$ cat config.mk
export PLATFORM = sky130hd
export DESIGN_NAME = vx_commit_arbiter
export DESIGN_NICKNAME = d
export VERILOG_FILES = /design/src/rtl/vx_commit_arbiter.sv
export SDC_FILE = /design/constraint.sdc
export NUM_CORES = 1
export LEC_CHECK = 0
export BUFFER_PORTS_ARGS = -buffer_cell sky130_fd_sc_hd__buf_4
export CORE_AREA = 2 2 255 257
export DETAILED_ROUTE_END_ITERATION = 8
export DIE_AREA = 0 0 257 259
export GPL_ROUTABILITY_DRIVEN = 0
export PLACE_DENSITY = 0.47
export SLEW_MARGIN = 20
export SYNTH_ARGS = -nofsm -noshare
export SYNTH_HDL_FRONTEND = slang
export SYNTH_SLANG_ARGS = --single-unit
$ cat constraint.sdc
create_clock -name clk -period 4.71 [get_ports clk]
set_clock_uncertainty 0.2 [all_clocks]
set_input_delay 0.7065 -clock clk [delete_from_list [all_inputs] [get_ports clk]]
set_output_delay 0.7065 -clock clk [all_outputs]
set_load 0.02 [all_outputs]
$ cat src/rtl/vx_commit_arbiter.sv
// vx_commit_arbiter
//   Merges result beats from the per-slot execution units (0=ALU, 1=LSU,
//   2=FPU, 3=SFU) into one ordered commit stream. Arbitration is round-robin
//   and packet-locked: once a unit starts a multi-beat packet, only that unit
//   is granted until its eop beat transfers. A 2-entry skid buffer holds
//   accepted beats, and the commit outputs come straight from its head.
//
// Configuration macro:
//   VX_COMMIT_PERF_EN - adds per-unit packet-commit and stall counters
//                       (perf_commits / perf_stalls ports).
//
// Ports:
//   clk, reset_n      clock, asynchronous active-low reset
//   unit_valid/_data/_eop/_ready   per-unit result beat input channel
//   commit_valid/_data/_eop/_unit/_ready   merged commit output channel
//   perf_commits, perf_stalls      (macro only) NUM_UNITS counters each
//
// Handshake: a beat moves on any channel in a cycle where valid && ready.
// The sender holds data/eop stable while valid && !ready. unit_ready is a
// function of unit_valid and registered state only (never commit_ready), and
// commit_* is driven from registers only.
module vx_commit_arbiter #(
  parameter int NUM_UNITS     = 4,
  parameter int DATAW         = 128,
  parameter int PERF_CTR_BITS = 44,
  localparam int UNIT_W       = (NUM_UNITS > 1) ? $clog2(NUM_UNITS) : 1
) (
  input  logic                       clk,
  input  logic                       reset_n,
  input  logic [NUM_UNITS-1:0]       unit_valid,
  input  logic [NUM_UNITS*DATAW-1:0] unit_data,
  input  logic [NUM_UNITS-1:0]       unit_eop,
  output logic [NUM_UNITS-1:0]       unit_ready,
  output logic                       commit_valid,
  output logic [DATAW-1:0]           commit_data,
  output logic                       commit_eop,
  output logic [UNIT_W-1:0]          commit_unit,
  input  logic                       commit_ready
`ifdef VX_COMMIT_PERF_EN
  ,
  output logic [NUM_UNITS*PERF_CTR_BITS-1:0] perf_commits,
  output logic [NUM_UNITS*PERF_CTR_BITS-1:0] perf_stalls
`endif
);

  logic [UNIT_W-1:0] rr_ptr_q;
  logic              lock_q;
  logic [UNIT_W-1:0] lock_unit_q;
  logic [1:0]        count_q;

  // Skid buffer: head feeds the outputs, tail is the second entry.
  logic [DATAW-1:0]  head_data_q, tail_data_q;
  logic              head_eop_q,  tail_eop_q;
  logic [UNIT_W-1:0] head_unit_q, tail_unit_q;

  logic              grant_found;
  logic [UNIT_W-1:0] grant_unit;
  logic              accept;
  logic              push;
  logic              pop;
  logic [DATAW-1:0]  push_data;
  logic              push_eop;
  logic [UNIT_W-1:0] next_ptr;

  // Grant: locked unit only while a packet is open, otherwise the first
  // valid unit scanning upward from rr_ptr with wrap-around.
  always_comb begin
    logic [UNIT_W-1:0] idx_w;
    grant_found = 1'b0;
    grant_unit  = '0;
    idx_w       = '0;
    if (lock_q) begin
      grant_found = unit_valid[lock_unit_q];
      grant_unit  = lock_unit_q;
    end else begin
      for (int i = 0; i < NUM_UNITS; i++) begin
        idx_w = UNIT_W'((int'(rr_ptr_q) + i) % NUM_UNITS);
        if (!grant_found && unit_valid[idx_w]) begin
          grant_found = 1'b1;
          grant_unit  = idx_w;
        end
      end
    end
  end

  // Accept uses the registered count, so a full buffer never takes a beat
  // even when the head pops in the same cycle; this keeps commit_ready out
  // of the unit_ready path.
  assign accept = (count_q != 2'd2);
  assign push   = accept && grant_found;
  assign pop    = (count_q != 2'd0) && commit_ready;

  always_comb begin
    unit_ready = '0;
    push_data  = '0;
    push_eop   = 1'b0;
    for (int u = 0; u < NUM_UNITS; u++) begin
      if (grant_unit == UNIT_W'(u)) begin
        unit_ready[u] = push;
        push_data     = unit_data[u*DATAW +: DATAW];
        push_eop      = unit_eop[u];
      end
    end
  end

  assign next_ptr = (int'(grant_unit) == NUM_UNITS - 1) ? '0 : grant_unit + UNIT_W'(1);

  always_ff @(posedge clk or negedge reset_n) begin
    if (!reset_n) begin
      rr_ptr_q    <= '0;
      lock_q      <= 1'b0;
      lock_unit_q <= '0;
      count_q     <= 2'd0;
      head_data_q <= '0;
      head_eop_q  <= 1'b0;
      head_unit_q <= '0;
      tail_data_q <= '0;
      tail_eop_q  <= 1'b0;
      tail_unit_q <= '0;
    end else begin
      if (push) begin
        if (push_eop) begin
          lock_q   <= 1'b0;
          rr_ptr_q <= next_ptr;
        end else begin
          lock_q      <= 1'b1;
          lock_unit_q <= grant_unit;
        end
      end
      case ({push, pop})
        // Push and pop together only happens at count 1: replace the head.
        2'b11: begin
          head_data_q <= push_data;
          head_eop_q  <= push_eop;
          head_unit_q <= grant_unit;
        end
        2'b10: begin
          if (count_q == 2'd0) begin
            head_data_q <= push_data;
            head_eop_q  <= push_eop;
            head_unit_q <= grant_unit;
          end else begin
            tail_data_q <= push_data;
            tail_eop_q  <= push_eop;
            tail_unit_q <= grant_unit;
          end
          count_q <= count_q + 2'd1;
        end
        2'b01: begin
          head_data_q <= tail_data_q;
          head_eop_q  <= tail_eop_q;
          head_unit_q <= tail_unit_q;
          count_q     <= count_q - 2'd1;
        end
        default: ;
      endcase
    end
  end

  assign commit_valid = (count_q != 2'd0);
  assign commit_data  = head_data_q;
  assign commit_eop   = head_eop_q;
  assign commit_unit  = head_unit_q;

`ifdef VX_COMMIT_PERF_EN
  for (genvar u = 0; u < NUM_UNITS; u++) begin : g_perf
    logic [PERF_CTR_BITS-1:0] commits_q;
    logic [PERF_CTR_BITS-1:0] stalls_q;

    always_ff @(posedge clk or negedge reset_n) begin
      if (!reset_n) begin
        commits_q <= '0;
        stalls_q  <= '0;
      end else begin
        if (unit_ready[u] && unit_eop[u]) begin
          commits_q <= commits_q + PERF_CTR_BITS'(1);
        end
        if (unit_valid[u] && !unit_ready[u]) begin
          stalls_q <= stalls_q + PERF_CTR_BITS'(1);
        end
      end
    end

    assign perf_commits[u*PERF_CTR_BITS +: PERF_CTR_BITS] = commits_q;
    assign perf_stalls[u*PERF_CTR_BITS +: PERF_CTR_BITS]  = stalls_q;
  end
`endif

endmodule

-- Word-level counts from Yosys, hierarchy flattened
Cells that the tools add are included.
- shifts and indexed selects: 0
- $add $sub $neg: 6
- multipliers: 0
- reduce and logical (&&, ||, !) cells: 17
- order comparisons: 5
- div/mod/pow operators: 0
- muxes and demuxes: 44
- bitwise operators: 2
- eq/ne operators: 9
- operators with widths (operator ; number):
    two-way mux 128 bit ; 5
    one-hot mux 128 bit (3 select lines) ; 1
    two-way mux 1 bit ; 23
    less-than comparator 2 x 3 -> 1 bit (second input constant) ; 5
    two-way mux 2 bit ; 7
    binary-select mux 1 bit (select 2 bit) ; 5
    equality test 2 bit (second input constant) ; 4
    AND reduction 2 bit ; 4
    adder 2 x 1 -> 2 bit (second input constant) ; 3
    equality test 2 x 1 -> 1 bit (second input constant) ; 3
    one-hot mux 2 bit (3 select lines) ; 1
    logical AND 1 bit ; 5
    adder 2 bit (second input constant) ; 2
    zero test 2 bit ; 2
    != test 2 bit (second input constant) ; 2
    one-hot mux 2 bit (2 select lines) ; 1
    nonzero test 2 bit ; 2
    zero test 1 bit ; 3
    one-hot mux 1 bit (3 select lines) ; 1
    nonzero test 3 bit ; 1
    inverter 1 bit ; 2
    subtractor 2 x 1 -> 2 bit (second input constant) ; 1
- memories: 0
- latch bits: 0
- memory bits (read-only): 0
- output and inout bits: 136
- bits in writable memories: 0
- register bits after elaboration: 269

-- Longest topological paths before layout
- depth after elaboration: 23
- gate-level depth with buffers: 14
- mapped depth without buffers: 9

-- Worst setup path after synthesis
No wires, ideal clock.
- kind: input to register
- from: input unit_valid[2]
- to: register head_data_q[116] (netlist: commit_data[116])
- required time: 4445 ps
- library setup time: 65 ps
- stages: 13
- arrival: 3676 ps
- slack: 769 ps
- path through: or4b_2 > a211oi_1 > o31ai_1 > inv_1 > ha_1 > clkbuf_1 > nand2b_1 > clkbuf_1 > clkbuf_1 > buf_1 > o22ai_1 > o31ai_1 > mux2_2
- cells in the longest elaborated chain, start to end: 23
- elaborated cells on any way between the ends: 46
- those cells by class: eq/ne (7); mux (29); reduce/logical (10)
- RTL lines (item ; line ; RTL):
    start: declaration ; 30 ; input logic [NUM_UNITS-1:0] unit_valid,
    binary-select mux 1 bit (select 2 bit) ; 78 ; if (!grant_found && unit_valid[idx_w]) begin
    two-way mux 1 bit (not written as such) ; 78 ;
    two-way mux 1 bit ; 78 ;
    two-way mux 1 bit ; 72 ; if (lock_q) begin
    zero test 1 bit ; 78 ;
    logical AND 1 bit ; 78 ;
    two-way mux 1 bit ; 78 ;
    two-way mux 1 bit ; 72 ;
    [6 not listed] ; n/a ;
    two-way mux 2 bit * ; 78 ;
    two-way mux 2 bit * ; 72 ;
    net grant_unit[1] ; 57 ; logic [UNIT_W-1:0] grant_unit;
    zero test 2 bit ; 98 ; if (grant_unit == UNIT_W'(u)) begin
    two-way mux 128 bit (3 in series) ; 98 ;
    two-way mux 128 bit * ; 98 ;
    two-way mux 128 bit ; 138 ; if (count_q == 2'd0) begin
    one-hot mux 128 bit (3 select lines) * ; 130 ; case ({push, pop})
    end signal: assignment ; 133 ; head_data_q <= push_data;
    end signal: assignment ; 139 ; head_data_q <= push_data;
    end signal: assignment ; 150 ; head_data_q <= tail_data_q;
    end: declaration ; 52 ; logic [DATAW-1:0] head_data_q, tail_data_q;
Mark *: on every way through the listed nets, which the timed path passes. The rest lies on a longest branch. The select of a mux whose other input is x is not followed.
A chain may end at the register's enable or synchronous reset.

-- Worst setup path after layout
- from: register rr_ptr_q[0]
- to: output unit_ready[3]
- cells in the longest elaborated chain, start to end: 18
- elaborated cells on any way between the ends: 33
- those cells by class: add/sub (3); eq/ne (1); mux (22); reduce/logical (7)
- RTL lines (item ; line ; RTL):
    start: declaration ; 46 ; logic [UNIT_W-1:0] rr_ptr_q;
    start signal: assignment ; 124 ; rr_ptr_q <= next_ptr;
    binary-select mux 1 bit (select 2 bit) ; 78 ;
    two-way mux 1 bit (not written as such) ; 78 ;
    two-way mux 1 bit ; 78 ;
    two-way mux 1 bit ; 72 ;
    zero test 1 bit ; 78 ;
    logical AND 1 bit ; 78 ;
    two-way mux 1 bit ; 78 ;
    two-way mux 1 bit ; 72 ;
    [3 not listed] ; n/a ;
    two-way mux 1 bit ; 72 ;
    zero test 1 bit ; 78 ;
    logical AND 1 bit ; 78 ;
    two-way mux 2 bit * ; 78 ;
    two-way mux 2 bit * ; 72 ;
    net grant_unit[1] ; 57 ;
    equality test 2 bit * ; 98 ;
    two-way mux 1 bit * ; 98 ;
    end: declaration ; 33 ; output logic [NUM_UNITS-1:0] unit_ready,
Marked as above.

==> run metrics <==
WS Path Type=reg2out; P_leak=9.46 nW; Setup Total Neg Slack=0 ns; H-tree depth=2; path depth of the worst reg2reg path=10; drt wl/cell=~21 um; input/output buffers=roughly 660; Max Cap Viol=0; CTS resizes=0; # DRC=0; Core ar.=63900 um2; WP data arrival=between 3 and 4 ns; Post-synth EDFFs=0; total gr overflow=0; clock root buffer=clkbuf_16; sinks on the clock net=269; nature of the critical path startpoint=register; Clock Pin Slew Worst Setup and Hold Paths=roughly 0.060 ns; placed wire-length estimate=approximately 45000 um; NumNets Final=approximately 2500; remaining antenna violation count=0; total CTS buffers=36; Vias=14300; global-route wire length before repair=around 90000 um; 1st-iter DRT viols=846; Row Count=93; Initial Util=around 22%; Synth Register Bits=between 200 and 300; Post-synth ARST share=100%; Crit. End Element=primary output; worst skew pair latency=approximately 0.53 ns; RSZ-0062 raised after global routing=false; HP Class=in2async; Worst Path Required=about 3.8 ns; Yosys warnings=0; layout cells sized above 1=between 40% and 50%; Post-CTS Hold Buffers=0; post-synth cell types=40; f_max=roughly 0.23 GHz; Setup violations, final=0; Max Root-Sink Buffers=3; top post-synthesis cells by area=dfrtp_1 47%, o31ai_1 14%, mux2_2 10%, a221oi_1 8.0%, nand2_1 7.0%; dpl cell area=approximately 20000 um2; synthesized cell area=about 14000 um2; Area growth, synth to finish=50.1%; Mapped Avg Cell Area=between 10 and 15 um2; Synth area leader=dfrtp_1; final period utilization=a little over 90%; status=finished clean; total die area=66600 um2; Period minus WS final=4.37 ns; initial antenna violation count=8; r2r setup slk=0.58 ns; post-route cell area=between 20000 and 25000 um2; Ports=659; Crit Reg-Reg Endpoint=commit_data[99]$_DFFE_PN0P_; Setup Fix Bufs, Post-CTS=0; ys flop type=dfrtp_1; GRT Total Usage=approximately 18%; DR vias/cell=slightly below 5; syn_nets=1934; post-synth top area share=47.5%; post-synthesis sequential area ratio=a little under half; pwr dens=~860 nW/um2; largest net degree at the start of global routing=127; R2R Path Start=rr_ptr_q[0]$_DFFE_PN0P_; max-slew violation count=0; Post-Syn Instances=~1400; Worst VDD drop=about 0.0004 V; CTS tree=built; Die Y=roughly 260 um; endpoints failing hold=0; Critical Path Fanout Max=34; worst relative slew slack=38.9%; vias in the first global route=between 10000 and 15000; final wirelength=between 60000 and 70000 um; worst slew pin tran=0.917 ns; first drt pass iteration count=7; Die X-Extent=roughly 260 um
-- power breakdown --
part	switching [mW]	leakage, nW	internal, mW
Clock	1.04	0.529	1.54
Sequential	0.619	3.33	3.55
Combinational	6.80	5.60	4.83
Total	8.45	9.46	9.92
-- worst max-delay path: stages (launching register included) --
cell and delay (ns):
dfrtp_1 0.45, or4b_2 0.68, a211oi_1 0.45, o31ai_2 0.20
inv_1 0.11, ha_1 0.38, inv_4 0.29, nor2_1 0.18
buf_4 0.18
-- worst max-delay path by stage --
stage                                       start                            to  slack [ns]  cells past startpoint
after floorplan                     unit_valid[2]  commit_data[116]$_DFFE_PN0P_        0.77                     13
after global placement              unit_valid[2]   commit_data[51]$_DFFE_PN0P_        0.23                     10
after detailed placement            unit_valid[2]  commit_data[120]$_DFFE_PN0P_        0.20                     11
after CTS                 rr_ptr_q[0]$_DFFE_PN0P_                 unit_ready[1]        0.18                      7
after global routing      rr_ptr_q[0]$_DFFE_PN0P_                 unit_ready[3]        0.07                      8
final                     rr_ptr_q[0]$_DFFE_PN0P_                 unit_ready[3]        0.34                      8
-- layer usage --
layer	global-route usage (%)	vias to the layer above	wire, um
met3	3.90	101	3810
met5	0	-	89
met1	21.9	6983	25100
li1	-	6687	-
met4	5.78	12	1780
met2	29.9	502	30000
-- synthesized netlist by cell type, types with 2 or more instances --
| cell type | count |
|---|---|
| dfrtp_1 | 269 |
| nand2_1 | 265 |
| o31ai_1 | 257 |
| mux2_2 | 132 |
| a221oi_1 | 130 |
| o22ai_1 | 127 |
| clkbuf_1 | 124 |
| inv_1 | 13 |
| buf_1 | 11 |
| buf_2 | 10 |
| o21ai_0 | 8 |
| ha_1 | 6 |
| nor2_1 | 6 |
| nor2b_1 | 6 |
| and2_1 | 5 |
| a211oi_1 | 4 |
| mux2i_1 | 3 |
| a21oi_1 | 2 |
| nand2b_1 | 2 |
| nand3b_1 | 2 |
| nor3b_1 | 2 |
| o311ai_0 | 2 |
| xnor2_1 | 2 |
-- final cells by class --
type | count | area (um2)
sequential | 269 | 6730
inverter | 13 | 51.3
fill | 6569 | 42600
timing repair buffer | 699 | 5430
clock buffer | 53 | 1060
tap | 855 | 1070
multi-input combinational | 978 | 6900
clock inverter | 4 | 26.3
antenna | 1 | 2.50
-- sequential cells by signal (all words and copies together), names as in the netlist --
| signal | cells |
|---|---|
| lock_unit_q | 2 |
| lock_q | 1 |
| commit_unit | 2 |
| tail_unit_q | 2 |
| tail_eop_q | 1 |
| count_q | 2 |
| rr_ptr_q | 2 |
| tail_data_q | 128 |
| commit_eop | 1 |
| commit_data | 128 |
-- per-stage QoR --
step	hold slack [ns]	utilization [%]	std cells	total power, mW	setup slack (ns)
2_1_floorplan	0.211	-	1405	11.7	0.769
3_3_place_gp	0.253	31.6	2814	15.7	0.234
3_5_place_dp	0.263	31.6	2814	16.0	0.198
4_1_cts	0.0433	33.3	2871	18.7	0.178
5_1_grt	0.0795	33.3	2871	19.8	0.0672
6_report	0.0237	33.3	2872	18.4	0.342
-- kinds of logic after synthesis --
group / Yosys count / synth area share [%]
adders and majority gates: 6 / 0.530
and+or+nand+nor: 294 / 8.27
xor gates and xnor gates: 3 / 0.185
DFF: 269 / 47.5
buffers and inverters: 158 / 4.27
muxes: 135 / 10.7
AOI/OAI and AO/OA: 540 / 28.5
-- cell usage in the layout, fill, tap and decap left out, types with 2 or more instances in the layout --
cell type  Yosys  routed
buf_12         0      14
o31ai_1      257     256
buf_4          0     684
and2_1         5       5
clkbuf_16      0      37
dfrtp_1      269     269
a221oi_1     130     130
nor3b_1        2       2
mux2_2       132     132
a211oi_1       4       4
clkbuf_1     124       9
o311ai_0       2       2
ha_4           0       2
nor2_1         6       6
o21ai_0        8       7
ha_1           6       4
nor2b_1        6       5
a21oi_1        2       2
nand3b_1       2       2
clkbuf_8       0       7
nand2_1      265     265
xnor2_1        2       2
inv_1         13      12
clkinv_2       0       2
o22ai_1      127     127
mux2i_1        3       3
(Power assumes the default switching activity.)
